`src/rtl/transmitter_pkg.sv`:
```
// transmitter_pkg: shared framing constants, message codes, FSM state type,
// the captured-message payload struct and the checksum helper.
// Build option: define TX_CHECKSUM_EN to append an XOR checksum byte before
// the suffix, which stretches FRAME_LEN from 8 to 9.
package transmitter_pkg;

  // Byte-index width: enough to address up to 9 frame bytes.
  localparam int unsigned IDX_W = 4;

  localparam logic [7:0] FRAME_PREFIX = 8'hAA;
  localparam logic [7:0] FRAME_SUFFIX = 8'h55;

`ifdef TX_CHECKSUM_EN
  localparam int unsigned FRAME_LEN = 9;
`else
  localparam int unsigned FRAME_LEN = 8;
`endif

  localparam logic [15:0] MSG_CODE_PHASE_SET    = 16'h0001;
  localparam logic [15:0] MSG_CODE_ERROR_REPORT = 16'h1ED0;

  typedef enum logic [1:0] {
    IDLE       = 2'd0,
    WAIT_SPACE = 2'd1,
    SEND       = 2'd2
  } tx_state_e;

  // Message captured at acceptance and held for the whole frame.
  typedef struct packed {
    logic [15:0] code;
    logic [31:0] data;
  } msg_t;

  // XOR of the two code bytes and the four data bytes.
  function automatic logic [7:0] frame_checksum(input msg_t m);
    return m.code[15:8] ^ m.code[7:0] ^
           m.data[31:24] ^ m.data[23:16] ^ m.data[15:8] ^ m.data[7:0];
  endfunction

endpackage

```
`src/rtl/transmitter_if.sv`:
```
// transmitter_if: message handshake plus TX FIFO write/status signals.
//   msg_valid/msg_ready/msg_code/msg_data : message request handshake
//   txfifo_load/txfifo_full               : FIFO occupancy and full flag
//   txfifo_wr/txfifo_data                 : byte write port into the FIFO
// master = environment side, slave = transmitter side.
interface transmitter_if #(
  parameter int unsigned TX_FIFO_LOAD_W = 10
) ();

  logic                      msg_valid;
  logic                      msg_ready;
  logic [15:0]               msg_code;
  logic [31:0]               msg_data;
  logic [TX_FIFO_LOAD_W-1:0] txfifo_load;
  logic                      txfifo_full;
  logic                      txfifo_wr;
  logic [7:0]                txfifo_data;

  modport master (
    output msg_valid, msg_code, msg_data, txfifo_load, txfifo_full,
    input  msg_ready, txfifo_wr, txfifo_data
  );

  modport slave (
    input  msg_valid, msg_code, msg_data, txfifo_load, txfifo_full,
    output msg_ready, txfifo_wr, txfifo_data
  );

endinterface

```
`src/rtl/transmitter_frame_serializer.sv`:
```
// frame_serializer: selects the frame byte addressed by idx from the captured
// message. Purely combinational.
//   msg     : captured code/data
//   idx     : byte index within the frame
//   tx_byte : selected byte (00 for out-of-range indices)
// With TX_CHECKSUM_EN the checksum occupies index 7 and the suffix moves to 8.
module frame_serializer
  import transmitter_pkg::*;
(
  input  msg_t             msg,
  input  logic [IDX_W-1:0] idx,
  output logic [7:0]       tx_byte
);

  always_comb begin
    tx_byte = 8'h00;
    case (idx)
      IDX_W'(0): tx_byte = FRAME_PREFIX;
      IDX_W'(1): tx_byte = msg.code[15:8];
      IDX_W'(2): tx_byte = msg.code[7:0];
      IDX_W'(3): tx_byte = msg.data[31:24];
      IDX_W'(4): tx_byte = msg.data[23:16];
      IDX_W'(5): tx_byte = msg.data[15:8];
      IDX_W'(6): tx_byte = msg.data[7:0];
`ifdef TX_CHECKSUM_EN
      IDX_W'(7): tx_byte = frame_checksum(msg);
      IDX_W'(8): tx_byte = FRAME_SUFFIX;
`else
      IDX_W'(7): tx_byte = FRAME_SUFFIX;
`endif
      default:   tx_byte = 8'h00;
    endcase
  end

endmodule

```
`src/rtl/transmitter.sv`:
```
// transmitter: accepts a code/data message, waits for enough TX FIFO space for
// a whole frame, then writes the frame one byte per cycle, stalling on full.
//   clk, rst    : clock, synchronous active-high reset
//   bus (slave) : message handshake and TX FIFO port (see transmitter_if)
//   busy        : a frame is held or being sent
//   frames_sent : completed-frame count, wraps FFFF -> 0000
// Build option: TX_CHECKSUM_EN adds a checksum byte (9-byte frames).
// TX_FIFO_DEPTH must not exceed 2**TX_FIFO_LOAD_W.
module transmitter
  import transmitter_pkg::*;
#(
  parameter int unsigned TX_FIFO_LOAD_W = 10,
  parameter int unsigned TX_FIFO_DEPTH  = 512
) (
  input  logic        clk,
  input  logic        rst,
  transmitter_if.slave bus,
  output logic        busy,
  output logic [15:0] frames_sent
);

  // One extra bit so DEPTH - load never wraps.
  localparam int unsigned FREE_W = TX_FIFO_LOAD_W + 1;

  tx_state_e        state;
  msg_t             msg_q;
  logic [IDX_W-1:0] idx;
  logic [15:0]      frames_cnt;

  logic [FREE_W-1:0] depth_c;
  logic [FREE_W-1:0] load_c;
  logic [FREE_W-1:0] free_c;
  logic              space_ok_c;
  logic              wr_c;
  logic              last_c;
  logic [7:0]        byte_c;

  // Free-space check for a whole frame; an over-range load reads as no space.
  always_comb begin
    depth_c    = FREE_W'(TX_FIFO_DEPTH);
    load_c     = FREE_W'(bus.txfifo_load);
    free_c     = depth_c - load_c;
    space_ok_c = (load_c <= depth_c) && (free_c >= FREE_W'(FRAME_LEN)) &&
                 !bus.txfifo_full;
  end

  // Write strobe is combinational on full; rst kills it in the reset cycle.
  assign wr_c   = (state == SEND) && !bus.txfifo_full && !rst;
  assign last_c = wr_c && (idx == IDX_W'(FRAME_LEN - 1));

  // Control FSM, byte index, message capture and frame counter.
  always_ff @(posedge clk) begin
    if (rst) begin
      state      <= IDLE;
      msg_q      <= '0;
      idx        <= '0;
      frames_cnt <= '0;
    end else begin
      case (state)
        IDLE: begin
          if (bus.msg_valid) begin
            msg_q <= '{code: bus.msg_code, data: bus.msg_data};
            idx   <= '0;
            state <= WAIT_SPACE;
          end
        end
        WAIT_SPACE: begin
          if (space_ok_c) state <= SEND;
        end
        SEND: begin
          if (last_c) begin
            idx        <= '0;
            frames_cnt <= frames_cnt + 16'd1;
            state      <= IDLE;
          end else if (wr_c) begin
            idx <= idx + IDX_W'(1);
          end
        end
        default: state <= IDLE;
      endcase
    end
  end

  frame_serializer u_ser (
    .msg     (msg_q),
    .idx     (idx),
    .tx_byte (byte_c)
  );

  // Reset overrides the state-derived handshake and status outputs.
  assign bus.msg_ready   = (state == IDLE) || rst;
  assign bus.txfifo_wr   = wr_c;
  assign bus.txfifo_data = wr_c ? byte_c : 8'h00;
  assign busy            = (state != IDLE) && !rst;
  assign frames_sent     = frames_cnt;

endmodule
```
`src/flat_wrapper.sv`:
```
// flat-port wrapper written by rule: the top's interface ports become plain ports
module transmitter_flat import transmitter_pkg::*;
#(
  parameter int unsigned TX_FIFO_LOAD_W = 10,
  parameter int unsigned TX_FIFO_DEPTH  = 512
)
  (clk, rst, busy, frames_sent, bus_msg_valid, bus_msg_code, bus_msg_data, bus_txfifo_load, bus_txfifo_full, bus_msg_ready, bus_txfifo_wr, bus_txfifo_data);
  transmitter_if #(.TX_FIFO_LOAD_W(TX_FIFO_LOAD_W)) bus_i ();
  input  logic clk;
  input  logic rst;
  output logic busy;
  output logic [15:0] frames_sent;
  input wire logic [$bits(bus_i.msg_valid)-1:0] bus_msg_valid;
  input wire logic [$bits(bus_i.msg_code)-1:0] bus_msg_code;
  input wire logic [$bits(bus_i.msg_data)-1:0] bus_msg_data;
  input wire logic [$bits(bus_i.txfifo_load)-1:0] bus_txfifo_load;
  input wire logic [$bits(bus_i.txfifo_full)-1:0] bus_txfifo_full;
  output wire logic [$bits(bus_i.msg_ready)-1:0] bus_msg_ready;
  output wire logic [$bits(bus_i.txfifo_wr)-1:0] bus_txfifo_wr;
  output wire logic [$bits(bus_i.txfifo_data)-1:0] bus_txfifo_data;
  assign bus_i.msg_valid = bus_msg_valid;
  assign bus_i.msg_code = bus_msg_code;
  assign bus_i.msg_data = bus_msg_data;
  assign bus_i.txfifo_load = bus_txfifo_load;
  assign bus_i.txfifo_full = bus_txfifo_full;
  assign bus_msg_ready = bus_i.msg_ready;
  assign bus_txfifo_wr = bus_i.txfifo_wr;
  assign bus_txfifo_data = bus_i.txfifo_data;
  transmitter #(.TX_FIFO_LOAD_W(TX_FIFO_LOAD_W), .TX_FIFO_DEPTH(TX_FIFO_DEPTH)) u_core (.clk(clk), .rst(rst), .bus(bus_i), .busy(busy), .frames_sent(frames_sent));
endmodule
```
`config.mk`:
```
export PLATFORM = sky130hd
export DESIGN_NAME = transmitter_flat
export DESIGN_NICKNAME = d
export VERILOG_FILES = /design/src/rtl/transmitter_pkg.sv /design/src/rtl/transmitter_if.sv /design/src/rtl/transmitter_frame_serializer.sv /design/src/rtl/transmitter.sv /design/src/flat_wrapper.sv
export SDC_FILE = /design/constraint.sdc
export NUM_CORES = 1
export LEC_CHECK = 0
export ABC_CLOCK_PERIOD_IN_PS = 5500
export CAP_MARGIN = 20
export CORE_MARGIN = 4
export CORE_UTILIZATION = 40
export CTS_CLUSTER_SIZE = 28
export DETAILED_ROUTE_END_ITERATION = 8
export HOLD_SLACK_MARGIN = 0.03
export PLACE_DENSITY_LB_ADDON = 0.3
export REMOVE_ABC_BUFFERS = 1
export SLEW_MARGIN = 5
export SYNTH_ARGS = -nofsm -noshare
export SYNTH_HDL_FRONTEND = slang
export SYNTH_HIERARCHICAL = 1
export SYNTH_SLANG_ARGS = --single-unit
```
`constraint.sdc`:
```
create_clock -name clk -period 5.5 [get_ports clk]
set_clock_uncertainty 0.15 [all_clocks]
set_input_delay 1.375 -clock clk [delete_from_list [all_inputs] [get_ports clk]]
set_output_delay 1.375 -clock clk [all_outputs]
set_load 0.1 [all_outputs]
```
==> flow_summary.yaml, run 1 <==
outcome:
  status: "finished clean"
global_route:
  top_usage_layer: "met2"
  grt_usage_pct: 17.1
  grt_pass1_vias: 2975
  grt_pass1_wl_um: 13700
  met2_usage_pct: 28.9
  use_met1_pct: 21.3
  grtUsageMet3_pct: 4.03
  gr-total-overflow: 0
  grt_max_degree: 74
  antenna_found_initial: 0
detailed_routing:
  drt_pre_antenna_iters: 4
  ant_nets: 0
  drc: 0
  routed-via-count: 3092
  drt_iter0_markers: 135
  drt-total-wl_um: 8330
  via_per_inst: 5.16
  wire_per_inst_um: 13.9
timing:
  relSlewSlack_pct: 35.3
  fin_tns_setup_ns: 0
  fin_crit_ns: 4.84
  setup_viol: 0
  fmax_mhz: 207
  tightest_slew_ns: 0.968
  hold_viol: 0
  rsz0062_at_grt: "false"
  setup_slack_ns: 0.664
  maxSlewViolCount: 0
  fin_crit_sh_pct: 87.9
cells_and_area:
  nFillCells: 734
  num_antenna_cells: 0
  area_growth_pct: 39.7
  drive_gt1_share_pct: 10.3
  layout.cells.most_common: "nand2_1"
  multi_input_area_sq_um: 1730
  layout.nets: 556
  most-common-layout-cells: "nand2_1, clkdlybuf4s50_1, dfxtp_1"
  seq_area_sq_um: 1400
cts:
  cts_hold_buf: 0
  insertion_delay_ns: 0.34
  cts_buffer_depth: 2
  path_clk_slew_ns: 0.07
  clock-root-buffer: "clkbuf_8"
  cts_tree: "built"
  clkSinkCount: 70
  h-tree-depth: 3
  post-cts-setup-buffers: 0
  cts_inserted_buffers: 9
  cts-resized-gates: 0
setup_path:
  critPathMaxFanout: 12
  path_class: "input port to primary output"
  worstPathArrival_ns: 3.31
  cp.required_ns: 3.97
  cp-start-kind: "input port"
  crit_path_end_kind: "primary output"
synthesis:
  ys.warnings.count: 6
  yosys.area_share.simple_pct: 28.5
  synthAdderAreaFrac_pct: 0.760
  synth_cell_types: 51
  synthXorXnorAreaFrac_pct: 1.86
  synth_edf_count: 0
  synth_cells: 416
  avgSynthCellArea_sq_um: 7.92
  syn_area_sq_um: 3290
  synth_compound_area_share_pct: 16.3
  seq_area_frac_synth_pct: 42.6
  synthMuxAreaShare_pct: 5.09
  synth-seq-cells: 70
  synth_top_family_by_area: "simple AND/OR/NAND/NOR gates"
  ys_async_sr_fraction_pct: 0
  synth_flop_cell: "dfxtp_1"
place:
  dp_hpwl_um: 5620
  routabilityCongestion: 0.749
  place_ws_ns: 0.668
  port_buffers: 88
power_and_ir_drop:
  p_leak_uw: 0.00166
  power_density_nw_per_um2: 288
  ir_drop_mv: 0.124
flow_run:
  maxCapViolCount: 0
floorplan:
  rows: 32
  core_sq_um: 7850
  ioPinCount: 89
  die_y_um: 98.7
  fp.dieW_um: 98.7
  die-area_sq_um: 9750
  start_util_pct: 42.0
worst_hold_path:
  hp-class: "flop to flop"
stage by stage:
step | total power (uW) | std cells | instance area [sq um] | hold WS, ns | util (%)
6_report | 1320 | 599 | 4600 | 0.303 | 58.6
5_1_grt | 1380 | 599 | 4600 | 0.320 | 58.6
4_1_cts | 1340 | 599 | 4600 | 0.304 | 58.6
2_1_floorplan | 618 | 388 | 3150 | 0.275 | -
3_5_place_dp | 691 | 583 | 4280 | 0.294 | 54.6
3_3_place_gp | 687 | 583 | 4280 | 0.289 | 54.6
registers in the layout, summed over array words and instances (netlist names):
name / cells
u_core/idx: 4
u_core/frames_sent: 16
u_core/msg_q: 48
u_core/state: 2
Yosys cell counts, types with 7 or more instances:
cell type	count	area (sq um)
clkbuf_1	20	75.1
nor2_1	19	71.3
a21oi_1	62	310
nand2_1	109	409
nor2b_1	7	43.8
and2_1	8	50.1
o21ai_0	11	55.1
dfxtp_1	70	1400
where the power goes:
group | total (uW) | leakage [uW] | internal, uW | switching (uW)
sequential | 544 | 0.000572 | 531 | 13.1
combinational | 135 | 0.000937 | 66.8 | 67.9
clock | 645 | 0.000157 | 451 | 193
total | 1320 | 0.00166 | 1050 | 274
path summary, 6_finish.rpt:
| path | startpoint | to | slack (ns) | cells after the start |
|---|---|---|---|---|
| worst min-delay path | u_core/msg_q[36] | u_core/msg_q[36] | 0.30 | 2 |
| worst max-delay path | bus_txfifo_full | bus_txfifo_data[4] | 0.66 | 6 |
| worst max register to register | u_core/idx[1] | u_core/frames_sent[15] | 2.51 | 5 |
| worst min register to register | u_core/msg_q[36] | u_core/msg_q[36] | 0.30 | 2 |
critical path: stages:
cell and delay [ns]:
clkdlybuf4s50_1 0.45, or4b_1 0.47, buf_4 0.19, inv_1 0.37, and2_1 0.26, buf_12 0.19
area by class of cell:
class	count	area share [%]
multi-input combinational	312	37.7
sequential	70	30.5
clock buffer	10	2.99
tap	102	2.77
timing repair buffer	93	21.7
inverter	6	0.489
clock inverter	6	3.92
layer usage:
metal,wire length [um],vias up
met5,0,-
met4,68,0
met3,527,9
met2,4130,73
met1,3600,1439
li1,-,1571
kinds of logic (layout without fill, tap and decap cells):
kind of cell,Yosys count,in the layout
multiplexers,13,13
adder cells (fa/ha/maj),2,2
flip-flops,70,70
AND/OR/NAND/NOR,195,195
XOR/XNOR,7,7
AO/OA/AOI/OAI,95,95
buffers and inverters,34,115
Note: power is estimated with default switching activity, not from simulation.
==> inputs of run 2 (changes only) <==
- CORE_UTILIZATION: 40 -> 52
- SKIP_LAST_GASP: unset -> 1
==> flow_summary.yaml, run 2 (synthesis gave the netlist of run 1 again) <==
setup_path:
  critPathMaxFanout: 12
  cp-start-kind: "input port"
  worstPathArrival_ns: 3.43
  crit_path_end_kind: "primary output"
  crit_chain: "clkdlybuf4s50_1, or4b_1, inv_1, and2_1, buf_12"
  slowest_stage: "or4b_1"
  critPathMaxStageDelay_ns: 0.67
  cp.required_ns: 3.97
  path_class: "input port to primary output"
  critPathTopFamily: "buffers and inverters"
  timing.critical_path.buf_inv: 3
cells_and_area:
  area_growth_pct: 35.8
  num_antenna_cells: 0
  layout.nets: 556
  largest_register_ffs: 48
  layout.cells.most_common: "nand2_1"
  multi_input_area_sq_um: 1730
  most-common-layout-cells: "nand2_1, clkdlybuf4s50_1, dfxtp_1"
  top_register: "u_core/msg_q"
  seq_area_sq_um: 1400
  drive_gt1_share_pct: 9.86
  nFillCells: 459
power_and_ir_drop:
  p_sw_uw: 271
  sw_frac_of_total_pct: 23.8
  ir_drop_mv: 0.183
  p_leak_uw: 0.00162
  power_density_nw_per_um2: 254
  p_int_uw: 866
  pwr-share-seq_pct: 47.9
  share_comb_of_total_power_pct: 12.0
  p_clk_share_pct: 40.1
outcome:
  status: "finished clean"
timing:
  maxSlewViolCount: 0
  tightest_slew_ns: 0.981
  relSlewSlack_pct: 34.4
  hold_viol: 0
  fin_crit_ns: 4.96
  fmax_mhz: 202
  fin_crit_sh_pct: 90.1
  fin_tns_setup_ns: 0
  setup_viol: 0
  rsz0062_at_grt: "false"
  setup_slack_ns: 0.542
cts:
  cts-resized-gates: 0
  clock-root-buffer: "clkbuf_8"
  cts_tree: "built"
  path_clk_slew_ns: 0.07
  cts_hold_buf: 0
  cts_inserted_buffers: 9
  insertion_delay_ns: 0.34
  h-tree-depth: 3
  post-cts-setup-buffers: 0
  clkSinkCount: 70
  cts_buffer_depth: 2
floorplan:
  die-area_sq_um: 7670
  fp.dieW_um: 87.6
  die_y_um: 87.6
  core_sq_um: 6030
  ioPinCount: 89
  start_util_pct: 54.7
  rows: 28
place:
  routabilityCongestion: 0.775
  port_buffers: 88
  place_ws_ns: 0.542
  dp_hpwl_um: 5650
detailed_routing:
  drc: 0
  drt_pre_antenna_iters: 4
  wire_per_inst_um: 14.5
  routed-via-count: 3133
  via_per_inst: 5.48
  ant_nets: 0
  drt_iter0_markers: 211
  drt-total-wl_um: 8270
global_route:
  grt_pass1_wl_um: 13200
  grt_usage_pct: 21.6
  grt_pass1_vias: 2982
  gr-total-overflow: 0
  grt_max_degree: 74
  antenna_found_initial: 0
worst_hold_path:
  hp-class: "flop to flop"
flow_run:
  maxCapViolCount: 0
run 2: cell types whose count changed in the layout (fill, tap and decap cells not counted):
cell       change
clkinv_2       +2
buf_8          +1
buf_4          -1
clkbuf_1       +2
bufinv_16      -4
run 2: area by class of cell:
| type | count | share of cell area, % |
|---|---|---|
| clock buffers | 12 | 3.24 |
| clock inverters | 4 | 1.57 |
| well taps | 75 | 2.10 |
| flip-flops and latches | 70 | 31.3 |
| multi-input cells | 312 | 38.8 |
| inverters | 6 | 0.503 |
| repair buffers | 93 | 22.5 |
run 2: per-stage QoR:
stage	total power (uW)	instance area (sq um)	utilization, %	std cells	hold slack (ns)
after global placement	686	4240	70.3	554	0.288
after global routing	1180	4470	74.2	572	0.321
after detailed placement	691	4240	70.3	554	0.293
after CTS	1140	4450	73.9	570	0.302
final	1140	4470	74.2	572	0.303
after floorplan	618	3150	-	388	0.275
run 2: tightest hold or removal path, cell delays in order, from the launching register on:
cell	delay, ns
dfxtp_1	0.31
nand2_1	0.05
a21oi_1	0.05
run 2: path summary, 6_finish.rpt:
check,slack (ns),cells past startpoint,startpoint,end
max,0.54,5,bus_txfifo_full,bus_txfifo_data[0]
min,0.30,2,u_core/msg_q[11],u_core/msg_q[11]
max reg2reg,2.56,5,u_core/idx[1],u_core/frames_sent[14]
min reg2reg,0.30,2,u_core/msg_q[11],u_core/msg_q[11]
run 2: per-layer routing:
metal / wire, um / part of all wire, % / up-vias / global-route usage [%]
met5: 0 / 0 / - / 0
met4: 120 / 1.5 / 0 / 7.53
met3: 553 / 6.7 / 10 / 4.33
met2: 4150 / 50 / 98 / 37.9
met1: 3440 / 42 / 1449 / 26.3
li1: - / - / 1576 / -
run 2: power groups by stage:
| stage | registers [uW] | logic, uW | clock network (uW) |
|---|---|---|---|
| after floorplan | 552 | 65.8 | 0 |
| after global placement | 554 | 131 | 0 |
| after detailed placement | 556 | 135 | 0 |
| after CTS | 545 | 135 | 461 |
| after global routing | 547 | 149 | 480 |
| final | 545 | 136 | 456 |
